File: config.mk
export PLATFORM = sky130hd
export DESIGN_NAME = sys_timer
export DESIGN_NICKNAME = d
export VERILOG_FILES = /design/src/rtl/sys_timer.sv
export SDC_FILE = /design/constraint.sdc
export NUM_CORES = 1
export LEC_CHECK = 0
export CAP_MARGIN = 20
export CORE_UTILIZATION = 59
export DETAILED_ROUTE_END_ITERATION = 16
export PLACE_DENSITY_LB_ADDON = 0.1
export SETUP_SLACK_MARGIN = 0.3
export SLEW_MARGIN = 20
export SYNTH_ARGS = -nofsm -noshare
export SYNTH_HDL_FRONTEND = slang
export SYNTH_SLANG_ARGS = --single-unit
File: constraint.sdc
create_clock -name clk_24 -period 3.7 [get_ports clk_24]
set_clock_uncertainty 0.05 [all_clocks]
set_input_delay 1.11 -clock clk_24 [delete_from_list [all_inputs] [get_ports clk_24]]
set_output_delay 1.11 -clock clk_24 [all_outputs]
set_load 0.005 [all_outputs]
File: src/rtl/sys_timer.sv
// Memory-mapped timer/PWM slave on the picorv32 native bus: 16-bit prescaler,
// 32-bit up-counter with period match, one-shot/auto-reload, level IRQ and one PWM output.
module sys_timer #(
    parameter logic        PWM_POL    = 1'b1,
    parameter logic [31:0] RST_PERIOD = 32'hFFFF_FFFF
) (
    input  logic        clk_24,
    input  logic        reset,
    input  logic        cs,
    input  logic [3:0]  we,
    input  logic [2:0]  addr,
    input  logic [31:0] din,
    output logic [31:0] dout,
    output logic        rdy,
    output logic        irq,
    output logic        pwm_out
);

    localparam int unsigned DW = 32;
    localparam int unsigned PW = 16;
    localparam int unsigned CW = 4;
    localparam int unsigned AW = 3;

    localparam logic [AW-1:0] A_CTRL   = AW'(0);
    localparam logic [AW-1:0] A_PRESC  = AW'(1);
    localparam logic [AW-1:0] A_PERIOD = AW'(2);
    localparam logic [AW-1:0] A_DUTY   = AW'(3);
    localparam logic [AW-1:0] A_COUNT  = AW'(4);
    localparam logic [AW-1:0] A_STATUS = AW'(5);

    logic [CW-1:0] ctrl;
    logic [PW-1:0] presc;
    logic [PW-1:0] pcnt;
    logic [DW-1:0] period;
    logic [DW-1:0] duty;
    logic [DW-1:0] count;
    logic          flag;

    logic          en, auto_rl, irq_en, pwm_en;
    logic          acc_c, wr_c, tick_c, match_c;
    logic          wr_ctrl_c, wr_presc_c, wr_period_c, wr_duty_c, wr_count_c, clr_flag_c;
    logic [DW-1:0] rd_data_c;

    assign en      = ctrl[0];
    assign auto_rl = ctrl[1];
    assign irq_en  = ctrl[2];
    assign pwm_en  = ctrl[3];

    // Exactly one access edge per cs assertion: the cycle before rdy pulses.
    assign acc_c = cs & ~rdy;
    assign wr_c  = acc_c & (|we);

    assign wr_ctrl_c   = wr_c & (addr == A_CTRL) & we[0];
    assign wr_presc_c  = wr_c & (addr == A_PRESC);
    assign wr_period_c = wr_c & (addr == A_PERIOD);
    assign wr_duty_c   = wr_c & (addr == A_DUTY);
    assign wr_count_c  = wr_c & (addr == A_COUNT);
    assign clr_flag_c  = wr_c & (addr == A_STATUS) & we[0] & din[0];

    // A CPU write to COUNT suppresses match evaluation on a coincident tick.
    assign tick_c  = en & (pcnt == presc);
    assign match_c = tick_c & ~wr_count_c & (count == period);

    function automatic logic [DW-1:0] merge(input logic [DW-1:0] old,
                                            input logic [DW-1:0] nw,
                                            input logic [3:0]    be);
        logic [DW-1:0] r;
        r = old;
        for (int i = 0; i < 4; i++) begin
            if (be[i]) r[8*i +: 8] = nw[8*i +: 8];
        end
        return r;
    endfunction

    // Read mux, sampled into dout on the access edge.
    always_comb begin
        rd_data_c = '0;
        case (addr)
            A_CTRL:   rd_data_c = {(DW-CW)'(0), ctrl};
            A_PRESC:  rd_data_c = {(DW-PW)'(0), presc};
            A_PERIOD: rd_data_c = period;
            A_DUTY:   rd_data_c = duty;
            A_COUNT:  rd_data_c = count;
            A_STATUS: rd_data_c = {(DW-1)'(0), flag};
            default:  rd_data_c = '0;
        endcase
    end

    always_ff @(posedge clk_24) begin
        if (reset) begin
            ctrl    <= '0;
            presc   <= '0;
            pcnt    <= '0;
            period  <= RST_PERIOD;
            duty    <= '0;
            count   <= '0;
            flag    <= 1'b0;
            rdy     <= 1'b0;
            dout    <= '0;
            irq     <= 1'b0;
            pwm_out <= ~PWM_POL;
        end else begin
            rdy <= cs & ~rdy;
            if (acc_c) dout <= rd_data_c;

            // CPU write to EN takes priority over the one-shot auto-clear.
            if (wr_ctrl_c)                ctrl    <= din[CW-1:0];
            else if (match_c && !auto_rl) ctrl[0] <= 1'b0;

            if (wr_presc_c && we[0]) presc[7:0]  <= din[7:0];
            if (wr_presc_c && we[1]) presc[15:8] <= din[15:8];
            if (wr_period_c) period <= merge(period, din, we);
            if (wr_duty_c)   duty   <= merge(duty, din, we);

            if (wr_count_c)   count <= merge(count, din, we);
            else if (match_c) count <= auto_rl ? '0 : count;
            else if (tick_c)  count <= count + DW'(1);

            // Set has priority over write-1-to-clear.
            if (match_c)         flag <= 1'b1;
            else if (clr_flag_c) flag <= 1'b0;

            if (!en || wr_presc_c || tick_c) pcnt <= '0;
            else                             pcnt <= pcnt + PW'(1);

            irq <= flag & irq_en;

            // Output freezes while the timer is disabled.
            if (en) pwm_out <= (pwm_en && (count < duty)) ? PWM_POL : ~PWM_POL;
        end
    end

endmodule
Word level (Yosys, flattened, before mapping)
Cells that the tools add are included.
Storage, ports and cells
  output and inout bits: 35
  register bits after elaboration: 168
  bits of input ports: 42
  logic and storage cells: 94
Cells by class
  reduce and logical (&&, ||, !) cells: 26
  bitwise operators: 17
  add/subtract/negate cells: 2
  mux-type cells: 14
  equal/unequal tests: 12
  $lt $le $gt $ge: 1
Operators with widths (count)
  one-hot mux 32 bit (6 select lines): 1
  two-way mux 32 bit: 4
  adder 32 x 1 -> 32 bit, second input constant: 1
  equality test 32 bit: 1
  less-than comparator 32 bit: 1
  two-way mux 8 bit: 4
  adder 16 x 1 -> 16 bit, second input constant: 1
  equality test 16 bit: 1
  AND reduction 2 bit: 8
  AND 1 bit: 15
  AND reduction 3 bit: 4
  != test 2 bit, second input constant: 4
  equality test 3 x 2 -> 1 bit, second input constant: 2
  equality test 3 bit, second input constant: 2
  two-way mux 1 bit: 5
  logical AND 1 bit: 4
  nonzero test 2 bit: 2
  OR reduction 4 bit: 1
  equality test 3 x 1 -> 1 bit, second input constant: 1
  zero test 3 bit: 1
  != test 3 x 2 -> 1 bit, second input constant: 1
  nonzero test 3 bit: 1
  zero test 1 bit: 2
  logical OR 1 bit: 2
  2 further kinds: 3

Depth between registers and ports, before layout
  depth in word-level cells: 10
  depth in mapped cells: 9
  mapped depth without buffers: 9

Worst setup path after synthesis
No wires, ideal clock.
  kind: input -> register
  from: in we[1]
  to: reg count[2]
  arrival: 3.060 ns
  required time: 3.533 ns
  path buffers: 1
  setup slack: 0.473 ns
  setup time: 0.117 ns
  stages: 7
  cells stage by stage: nor4_2 nor3b_1 or3_1 or4_4 o221a_4 buf_6 a32o_1
Between the ends
  word-level cells in the longest chain between the ends: 8
  elaborated cells between the ends (all ways): 12
  those cells by class: eq/ne (2); mux (2); bitwise (5); reduce/logical (3)
RTL lines
  start: declaration: RTL line 10  | input logic [3:0] we,
  OR reduction 4 bit *: RTL line 51  | assign wr_c = acc_c & (|we);
  AND 1 bit *: RTL line 51
  AND 1 bit *: RTL line 57  | assign wr_count_c = wr_c & (addr == A_COUNT);
  inverter 1 bit: RTL line 62  | assign match_c = tick_c & ~wr_count_c & (count == period);
  AND 1 bit (2 in series): RTL line 62
  != test 3 x 2 -> 1 bit (no line) (tied with other cells)
  AND reduction 3 bit (no line) / two-way mux 32 bit (equally long branches)
  end signal: assignment: RTL line 115  | if (wr_count_c) count <= merge(count, din, we);
  end signal: assignment: RTL line 116  | else if (match_c) count <= auto_rl ? '0 : count;
  end signal: assignment: RTL line 117  | else if (tick_c) count <= count + DW'(1);
  end: declaration: RTL line 36  | logic [DW-1:0] count;
Every way passes the cells marked *; elsewhere a longest branch is shown, timed or not.
A chain may end at the register's enable or synchronous reset.

Final worst setup path
  from: in we[2]
  to: reg count[9]
The elaborated chain is that of the path after synthesis.

==> results.md <==
- Post-synthesis mux area share: 6.10%
- Crit path from: we[2]
- DRC violations left: 0
- Post-synthesis adder-cell area fraction: 4.49%
- Layout Utilization: 71.6%
- Syn avg cell area: 8.13 um^2
- Detail Placement HPWL: 19200 um
- Routed len/inst: 19.8 um
- Layout Nets: 1273
- Gate Count Post-Synth: 1131
- Post-synthesis compound-gate area fraction: 17.2%
- Post-DR vias/cell: 6.34
- Placed cell areas: 10300 um^2
- Highest Clock Rate: 302 MHz
- Max-cap violation count: 0
- # rows: 45
- Post-synth top flop: dfxtp_1
- CTS buffer count: 17
- P_leak: 0.00408 uW
- Die width: 127 um
- Initial Util: 60.5%
- Initial drt markers: 1000
- Routability cong.: 0.910
- Fillers: 1231
- Synth Area in Simple Gates: 22.9%
- Final setup vio count: 0
- Initial antenna violation count: 0
- RR Startpoint: count[0]
- Overflow after GRT: 0
- Final min period: 3310 ps
- Setup crit end kind: flip-flop
- I/O pin count: 77
- Worst-path maximum fanout: 13
- Main combinational cell family by area after synthesis: simple AND/OR/NAND/NOR gates
- HP Class: flip-flop to flip-flop
- Core area: 15200 um^2
- Post-synth EDFFs: 0
- Largest cells by area after synthesis: dfxtp_1 37%, nand3_1 6.4%, nand2_1 5.6%, mux2i_1 5.1%, ha_1 4.5%
- Routed WL: 27600 um
- WS Path Type: input pin to flip-flop
- Largest net degree at the start of global routing: 120
- Share of cells above drive strength 1: 8.84%
- Slew headroom: 56.9%
- First-pass GRT wire length: 44000 um
- Total power: 4070 uW
- Xor/xnor share of the synthesized area: 6.95%
- Setup crit start kind: input pin
- Antenna Diode Count: 0
- Worst setup endpoint: count[9]
- Post-synth ARST share: 0%
- Max H-tree Level: 4
- Clock Tree Root: clkbuf_16
- Multi-input logic area: 5330 um^2
- Syn Nets: 1206
- DIE AREA: 16100 um^2
- CP arrival: 3600 ps
- TritonCTS clock tree: yes
- Post-route cell area: 10900 um^2
- Reg area: 3360 um^2
- VDD IR max: 0.338 mV
- Yosys reg bits: 168
- R2R cell count: 8
- Syn-to-layout area delta: 18.4%
- Crit path required time: 3990 ps
- Syn Std Cell Area: 9190 um^2
- Routed via count: 8865
- Setup WS pre-CTS: -161 ps
- Maximum clock insertion buffer count: 2
- Clk Latency, worst-skew pair: 430 ps
- Flop-to-flop setup slack: 780 ps
- Fin crit share: 89.6%
- Clock sink count: 168
- Fin. Hold Viols: 0
- Sequential area share after synthesis: 36.6%
- Port Buffers: 76
- RSZ-0062 raised after global routing: false
- Final Max Tran Viols: 0
- Final ANT Viol Nets: 0
- DRT Pass-1 Iters: 6
- Post-synthesis cell type count: 58
- PD cells: 374 nW/um^2
- GR Util All Layers: 35.3%
- Final worst slack: 386 ps
- Synth warn: 0
- Status: finished, final reports clean
- DIE HEIGHT: 127 um
- Worst flop-to-flop path endpoint: count[9]
- Vias in the first global route: 8091
- Yosys top cell by area: dfxtp_1
- Synth top area share: 36.6%
- Worst-Margin Slew: 646 ps
- Worst-path clk slew: 60 ps
[metal layers]
layer / routed length [um] / share of wire (%) / track usage [%] / up-vias
li1: - / - / - / 4177
met1: 11800 / 43 / 49.5 / 4164
met2: 12300 / 45 / 53.1 / 468
met3: 2720 / 9.8 / 7.84 / 56
met4: 745 / 2.7 / 12.9 / 0
met5: 0 / 0 / 0 / -
[registers in the layout, indices dropped and copies added (netlist names)]
name / flops
irq: 1
flag: 1
ctrl: 4
rdy: 1
pwm_out: 1
pcnt: 16
period: 32
presc: 16
count: 32
dout: 32
duty: 32
[through the flow]
step                TNS [ps]  hold slack [ps]  std cells
floorplan                  0              396       1131
global route               0              444       1399
detailed placement     -3360              413       1362
finish                     0              423       1399
global placement        -879              409       1362
CTS                        0              422       1395
[logic make-up (layout without fill, tap and decap cells)]
group / after synthesis / after routing
compound gates: 227 / 227
xor+xnor: 73 / 73
fa+ha+maj: 33 / 33
buf+inv: 131 / 211
flops: 168 / 168
mux: 51 / 51
simple gates: 448 / 448
[final cells by class]
type | count | share of cell area, %
Clock buffer | 26 | 4.59
Clock inverter | 6 | 0.816
Inverter | 49 | 1.69
Multi-Input combinational cell | 832 | 49.0
Sequential cell | 168 | 30.9
Tap cell | 188 | 2.16
Timing Repair Buffer | 130 | 10.9
[layout by cell type (no fill, tap or decap), drive strengths merged, types with 15 or more instances in the layout]
| cell | count |
|---|---|
| ha | 33 |
| a22oi | 48 |
| clkdlybuf4s50 | 70 |
| clkbuf | 26 |
| xnor2 | 34 |
| dfxtp | 168 |
| a21oi | 64 |
| mux2i | 47 |
| nor4 | 18 |
| nor2 | 92 |
| nand3 | 117 |
| nand4 | 24 |
| buf | 56 |
| inv | 48 |
| xor2 | 39 |
| o21ai | 27 |
| nand2 | 138 |
| o32ai | 15 |
[worst max-delay path, cell delays in order]
cell,delay (ps)
dlygate4sd2_1,280
nor4_2,340
buf_4,180
nor3b_2,50
or3_4,420
or4_4,510
o221ai_4,230
buf_12,160
a221oi_1,60
nor3_1,250
[power breakdown]
group / switching [uW] / internal (uW) / total, uW
Sequential: 31.8 / 1840 / 1870
Combinational: 249 / 168 / 417
Clock: 722 / 1070 / 1790
[worst min-delay path by stage]
stage             start  endpoint  slack (ps)  cells after the start
6_report       duty[26]  duty[26]         420                      2
5_1_grt        duty[30]  duty[30]         440                      2
4_1_cts        duty[11]  duty[11]         420                      2
3_5_place_dp   duty[11]  duty[11]         410                      2
3_3_place_gp   duty[30]  duty[30]         410                      2
2_1_floorplan   duty[1]   duty[1]         400                      2
[cell usage after synthesis, drive strengths merged, types with 2 or more instances]
library cell,number
o31a,2
a211oi,9
or4,4
or2,6
o221ai,4
a2bb2oi,2
nand3,117
or3,2
nor3,12
buf,14
nand4,24
a21oi,64
a221oi,7
dfxtp,168
mux4,4
ha,33
a21boi,2
mux2i,47
o21ai,27
inv,48
a32o,2
o31ai,2
and4,3
o32ai,15
o211ai,5
xor2,39
nor3b,3
o22ai,14
nor2,92
nor4,18
o41ai,2
a32oi,2
nand2,138
a22oi,48
a31oi,5
clkbuf,68
nand2b,6
xnor2,34
and2,3
and3,11
a21o,11
nor2b,8
[what timing repair did]
| action | CTS | global route |
|---|---|---|
| setup buffers | 1 | 4 |
| gates resized for setup | 4 | 1 |
| pin swaps | 3 | 4 |
| setup endpoints to repair | 29 | 21 |
| hold buffers | 0 | 0 |
Power figures use the tool's default switching activity.
